[src/rtl/pwm_breather.sv]
// pwm_breather: "breathing" duty sequencer for the downstream LED pwm block.
// It produces the pwm step tick and keeps a mirror of the pwm period counter.
// Duty then changes only on the clk after a period wrap, so the pwm sees the
// new value from counter value 0 and never truncates a period.
// STEP_DIV must be at least 2 so that the new duty settles before the next step.
module pwm_breather #(
    parameter int N        = 8,
    parameter int STEP_DIV = 16,
    parameter int RATE_W   = 8,
    parameter int HOLD_W   = 8
) (
    input  logic              clk,
    input  logic              rst,
    input  logic              ena,
    input  logic [RATE_W-1:0] rate,
    input  logic [HOLD_W-1:0] hold_lo,
    input  logic [HOLD_W-1:0] hold_hi,
    output logic              step,
    output logic [N-1:0]      duty,
    output logic              period_done,
    output logic [1:0]        phase
);

    localparam int                 PRESC_W    = $clog2(STEP_DIV);
    localparam logic [PRESC_W-1:0] PRESC_LAST = PRESC_W'(STEP_DIV - 1);
    localparam logic [N-1:0]       DUTY_MAX   = {N{1'b1}};

    typedef enum logic [1:0] {
        HOLD_LO = 2'd0,
        UP      = 2'd1,
        HOLD_HI = 2'd2,
        DOWN    = 2'd3
    } state_t;

    state_t              state;
    logic [PRESC_W-1:0]  presc;
    logic [N-1:0]        mirror;
    logic [RATE_W-1:0]   rate_cnt;
    logic [HOLD_W-1:0]   hold_cnt;
    logic                clear;
    logic                presc_wrap;
    logic [N-1:0]        duty_up;
    logic [N-1:0]        duty_dn;

    // Saturating duty moves: duty can never wrap past either extreme.
    function automatic logic [N-1:0] sat_inc(input logic [N-1:0] d);
        return (d == DUTY_MAX) ? DUTY_MAX : d + 1'b1;
    endfunction

    function automatic logic [N-1:0] sat_dec(input logic [N-1:0] d);
        return (d == '0) ? '0 : d - 1'b1;
    endfunction

    // ena low clears everything, exactly like the downstream pwm does.
    assign clear      = rst | ~ena;
    assign presc_wrap = (presc == PRESC_LAST);
    assign duty_up    = sat_inc(duty);
    assign duty_dn    = sat_dec(duty);
    assign phase      = state;

    // Prescaler, step tick and mirror of the downstream pwm period counter.
    always_ff @(posedge clk) begin
        if (clear) begin
            presc       <= '0;
            mirror      <= '0;
            step        <= 1'b0;
            period_done <= 1'b0;
        end else begin
            step        <= presc_wrap;
            period_done <= presc_wrap && (mirror == DUTY_MAX);
            if (presc_wrap) begin
                presc  <= '0;
                mirror <= mirror + 1'b1;
            end else begin
                presc  <= presc + 1'b1;
            end
        end
    end

    // Breathing FSM: advances once per pwm period, on the period_done clk.
    // The >= compares let a live reduction of rate/hold take effect at the
    // very next period boundary instead of waiting for a counter wrap.
    always_ff @(posedge clk) begin
        if (clear) begin
            state    <= HOLD_LO;
            duty     <= '0;
            rate_cnt <= '0;
            hold_cnt <= '0;
        end else if (period_done) begin
            case (state)
                HOLD_LO: begin
                    if (hold_cnt >= hold_lo) begin
                        state    <= UP;
                        hold_cnt <= '0;
                    end else begin
                        hold_cnt <= hold_cnt + 1'b1;
                    end
                end
                UP: begin
                    if (rate_cnt >= rate) begin
                        rate_cnt <= '0;
                        duty     <= duty_up;
                        if (duty_up == DUTY_MAX) begin
                            state <= HOLD_HI;
                        end
                    end else begin
                        rate_cnt <= rate_cnt + 1'b1;
                    end
                end
                HOLD_HI: begin
                    if (hold_cnt >= hold_hi) begin
                        state    <= DOWN;
                        hold_cnt <= '0;
                    end else begin
                        hold_cnt <= hold_cnt + 1'b1;
                    end
                end
                DOWN: begin
                    if (rate_cnt >= rate) begin
                        rate_cnt <= '0;
                        duty     <= duty_dn;
                        if (duty_dn == '0) begin
                            state <= HOLD_LO;
                        end
                    end else begin
                        rate_cnt <= rate_cnt + 1'b1;
                    end
                end
                default: state <= HOLD_LO;
            endcase
        end
    end

endmodule

[config.mk]
export PLATFORM = sky130hd
export DESIGN_NAME = pwm_breather
export DESIGN_NICKNAME = d
export VERILOG_FILES = /design/src/rtl/pwm_breather.sv
export SDC_FILE = /design/constraint.sdc
export NUM_CORES = 1
export LEC_CHECK = 0
export CAP_MARGIN = 25
export CORE_MARGIN = 1.5
export CORE_UTILIZATION = 30
export DETAILED_ROUTE_END_ITERATION = 8
export SKIP_CTS_REPAIR_TIMING = 1
export SYNTH_ARGS = -nofsm -noshare
export SYNTH_HDL_FRONTEND = slang
export SYNTH_SLANG_ARGS = --single-unit
[constraint.sdc]
create_clock -name clk -period 3.2 [get_ports clk]
set_input_delay 0.64 -clock clk [delete_from_list [all_inputs] [get_ports clk]]
set_output_delay 0.64 -clock clk [all_outputs]
set_load 0.02 [all_outputs]
; ---- Word-level counts from Yosys, hierarchy flattened
; Index checks and enable logic that the tools add are counted.
[totals]
out_inout_bits = 12
word_cells = 60
inputBits = 27
reg_bits = 40
[op_classes]
n_reduce_logical = 12
order_cmp = 3
addsub = 6
bitwise_logic = 2
mux = 16
eq_ne = 13
[op_table]
columns = operator, count
row1 = $mux W8, 7
row2 = $add A8 B1 Y8 const B, 4
row3 = $pmux W8 S2, 2
row4 = $eq A8 B8 Y1 const B, 3
row5 = $ge A8 B8 Y1, 3
row6 = $logic_not A8 Y1, 2
row7 = $mux W2, 6
row8 = $ne A2 B2 Y1 const B, 6
row9 = $pmux W2 S4, 1
row10 = $sub A8 B1 Y8 const B, 1
row11 = $reduce_and A7 Y1, 1
row12 = $add A4 B1 Y4 const B, 1
row13 = $eq A2 B2 Y1 const B, 2
row14 = $eq A4 B4 Y1 const B, 1
row15 = $reduce_and A2 Y1, 2
row16 = $reduce_and A4 Y1, 1
row17 = $reduce_bool A2 Y1, 2
row18 = $reduce_or A2 Y1, 2
row19 = $eq A2 B1 Y1 const B, 1
row20 = $logic_not A2 Y1, 1
row21 = $logic_and A1 B1 Y1, 1
row22 = $not A1 Y1, 1
row23 = $or A1 B1 Y1, 1

; ---- Longest topological paths before layout
; Gate-level depths: netlist of the first run.
[logic_depth]
ltp_word = 6
mapped_depth = 10
depth_no_buf = 8

; ---- Worst setup path before layout of the first run
; Ideal clock, no wire load.
[synth_timing]
kind = register to register
startpoint = reg duty[0]
endpoint = reg state[0], in the netlist phase[0]
stages_incl_launch_ff = 11
path_buffers = 2
synth_period_minus_slack_ns = 2.493
setup_time_ns = 0.070
required_ns = 3.130
arrival_time_ns = 2.422
setup_slack_ns = 0.707
cell_sequence = dfxtp_1 buf_2 inv_1 ha_1 buf_2 o21bai_1 a211o_1 a41oi_2 o2111ai_1 or4_1 a21oi_1
[synth_via]
elab_chain_len = 5
word_cells_on_any_way = 11
cone_classes = add/sub (2) / eq/ne (4) / mux (2) / reduce/logical (3)
[synth_rtl]
columns = element, line_no
row1 = from (decl), 19  ; output logic [N-1:0] duty,
row2 = from (signal assigned), 102  ; duty <= duty_up;
row3 = from (signal assigned), 121  ; duty <= duty_dn;
row4 = $add A8 B1 Y8 (tied with other cells), 47  ; return (d == DUTY_MAX) ? DUTY_MAX : d + 1'b1;
row5 = "$mux W8, on equally long branches", "47, 51"
row6 = $eq A8 B8 Y1 / $logic_not A8 Y1 (equally long branches), "103, 122"
row7 = $ne A2 B2 Y1 (no line), n/a
row8 = $reduce_and A7 Y1 (no line) *, n/a
row9 = to (signal assigned), 104  ; state <= HOLD_HI;
row10 = to (signal assigned), 112  ; state <= DOWN;
row11 = to (signal assigned), 123  ; state <= HOLD_LO;
row12 = to (decl), 35  ; state_t state;
; Every way passes the cells marked *; elsewhere a longest branch is shown, timed or not.
; A chain may end at the register's enable or synchronous reset.

; ---- Worst setup path in the final report of the first run
[layout_timing]
startpoint = in rate[2]
endpoint = reg state[0], in the netlist phase[0]
[layout_via]
elab_chain_len = 3
word_cells_on_any_way = 4
cone_classes = order compare (1) / eq/ne (2) / reduce/logical (1)
[layout_rtl]
columns = element, line_no
row1 = from (decl), 15  ; input logic [RATE_W-1:0] rate,
row2 = $ge A8 B8 Y1 *, "100, 119"
row3 = $ne A2 B2 Y1 (no line), n/a
row4 = $reduce_and A7 Y1 (no line) *, n/a
row5 = to (signal assigned), 104
row6 = to (signal assigned), 123
row7 = to (signal assigned), 129  ; default: state <= HOLD_LO;
; Marks and branches as above.

==> reports/qor.yml, run 1 <==
synth.top_cell.area_share: 0.287
yosys_register_bits: 40
globalplace.congestion: 0.897
yosysWarnings: 0
cp-end-kind: "flip-flop"
die_y_um: 99.5
yosysMostFrequentCell: "nor2_1"
fin_nets: 453
htree_levels: 2
setup_tns_ns: 0
worstPathMaxFanout: 4
crit_path_start_kind: "input port"
hold_viol: 0
vias: 2543
synth_area_leader_cell: "dfxtp_1"
post_drt_wl_per_cell_um: 12.6
grt_pass1_wl_mm: 10.8
start_util: 0.305
cts_tree: "done"
synth_flop_cell: "dfxtp_1"
synthTopCellsByArea: "dfxtp_1 29%, ha_1 16%, nor2_1 5.5%, xor2_1 5.3%, inv_1 4.8%"
slew_headroom: 0.423
io_pins: 39
fmax_ghz: 0.357
worst_pin_slew_ns: 0.859
grt_max_degree: 22
drtIter0Drc: 147
placement.io_buffers: 38
finalCritPeriodShare: 0.875
diodes: 0
drc: 0
leakage_uw: 0.00138
yosys-top-cells-count: "41 x nor2_1, 40 x dfxtp_1, 36 x inv_1"
post-route-util: 0.373
clock_path_buffers: 2
syn_nets: 416
cts_buffers: 5
required_ns: 3.41
grt_overflow: 0
root_buffer: "clkbuf_8"
fp-row-count: 35
netlist_area_sq_um: 2790
hold_class: "flip-flop to flip-flop"
postRouteAntennaNets: 0
status: "finished clean"
async_flop_share: 0
synth_edf_count: 0
coreArea_sq_um: 9150
ys_seq_area_frac: 0.287
setup_viol: 0
worstSkewPairLatency_ns: 0.29
grtUsageTotal: 0.133
antenna_found_initial: 0
avgSynthCellArea_sq_um: 7.89
slew_viol_final: 0
viasPerCell: 5.07
hpwl_mm: 4.80
max-vdd-ir-drop_v: 0.000143
drt_wl_total_mm: 6.35
cp_data_arrival_time_ns: 3.01
syn2layout_area_growth_pct: 22.3
critical_path_class: "input port to flip-flop"
fillers: 914
die_x_um: 99.5
cts.clk_slew.worst_paths_ns: 0.08
die_area_sq_um: 9900
skew_ns: 0.00418
grt_pass1_vias: 2423
cts.sink_count: 40
p_per_area_nw_per_um2: 308
drive_gt1_frac: 0.0409
synthCells: 354
netlist-cell-type-count: 52
drv_cap: 0
rsz0062_at_grt: "no"
firstDrtPassIters: 4
min_period_ns: 2.80
## power by group
part           switching (uW)  total [uW]  internal (uW)
Clock                     178         485            307
Sequential              0.836         499            498
Combinational            27.7        68.3           40.7
## layout make-up
type                       instances  area, sq um  share of cell area
clock buffer                       5         68.8              0.0201
clock inverter                     2         60.1              0.0176
inverter                          36          135              0.0396
multi-input combinational        265         1790               0.525
sequential                        40          801               0.234
tap                              111          139              0.0407
timing repair buffer              43          418               0.122
## critical path, stage by stage
cell	delay, ns
clkdlybuf4s50_1	0.46
inv_1	0.04
ha_1	0.28
nand2_1	0.05
o21ai_0	0.25
a21oi_1	0.19
o32a_1	0.42
or4_1	0.53
a21oi_1	0.14
## placed cells by master (no fill, tap or decap), types with 3 or more instances in the layout
cell type / instances
mux2i_1: 3
nor2_1: 41
ha_1: 35
buf_4: 5
inv_1: 36
clkdlybuf4s50_1: 38
or3_1: 3
o21ai_0: 12
nand3_1: 17
a211oi_1: 4
clkbuf_8: 5
a21o_1: 3
dfxtp_1: 40
nand2b_1: 5
nand2_1: 31
a31oi_1: 4
and3_1: 4
xnor2_1: 4
a21oi_1: 22
nand3b_1: 3
nor2b_1: 3
nand4_1: 8
o31ai_1: 4
nor3_1: 10
xor2_1: 17
## flip-flops by register name (all words and copies together), names as in the netlist
register / count
rate_cnt: 8
hold_cnt: 8
period_done: 1
step: 1
mirror: 8
duty: 8
presc: 4
phase: 2
## kinds of logic (layout without fill, tap and decap cells)
family | after synthesis | in the layout | synth area share
AO/OA/AOI/OAI | 72 | 72 | 0.172
XOR/XNOR | 21 | 21 | 0.0658
adder cells (fa/ha/maj) | 35 | 35 | 0.157
buffers and inverters | 49 | 86 | 0.0712
flip-flops | 40 | 40 | 0.287
multiplexers | 3 | 3 | 0.0107
AND/OR/NAND/NOR | 134 | 134 | 0.237
## metrics by stage
step / total power (uW) / setup slack, ns / cells / hold WS (ns) / area [sq um]
3_3_place_gp: 579 / 0.202 / 495 / 0.430 / 3290
5_1_grt: 1100 / 0.292 / 502 / 0.476 / 3420
2_1_floorplan: 539 / 0.707 / 354 / 0.417 / 2790
3_5_place_dp: 581 / 0.0891 / 495 / 0.435 / 3290
4_1_cts: 1070 / 0.400 / 502 / 0.446 / 3420
6_report: 1050 / 0.401 / 502 / 0.445 / 3420
## path summary, 6_finish.rpt
path | cells after the start | slack, ns | startpoint | endpoint
max | 9 | 0.40 | rate[2] | phase[0]
min | 2 | 0.44 | mirror[7] | period_done
max reg2reg | 8 | 0.61 | duty[1] | phase[0]
min reg2reg | 2 | 0.44 | mirror[7] | period_done
## routing by layer
metal,wire length [um],vias up,global-route usage
li1,-,1317,-
met1,2990,1161,0.169
met2,2970,57,0.226
met3,322,8,0.0302
met4,63,0,0.0336
met5,0,-,0
No activity file was read; power rests on OpenSTA's default activity.
==> run 2, diff against run 1 <==
--- a/config.mk
+++ b/config.mk
@@ -9,6 +9,7 @@
 export CORE_MARGIN = 1.5
 export CORE_UTILIZATION = 30
 export DETAILED_ROUTE_END_ITERATION = 8
+export HOLD_SLACK_MARGIN = 0.12
 export SKIP_CTS_REPAIR_TIMING = 1
 export SYNTH_ARGS = -nofsm -noshare
 export SYNTH_HDL_FRONTEND = slang
==> results of run 2 <==
No change in the layout: final DEF, timing and power equal those of run 1.
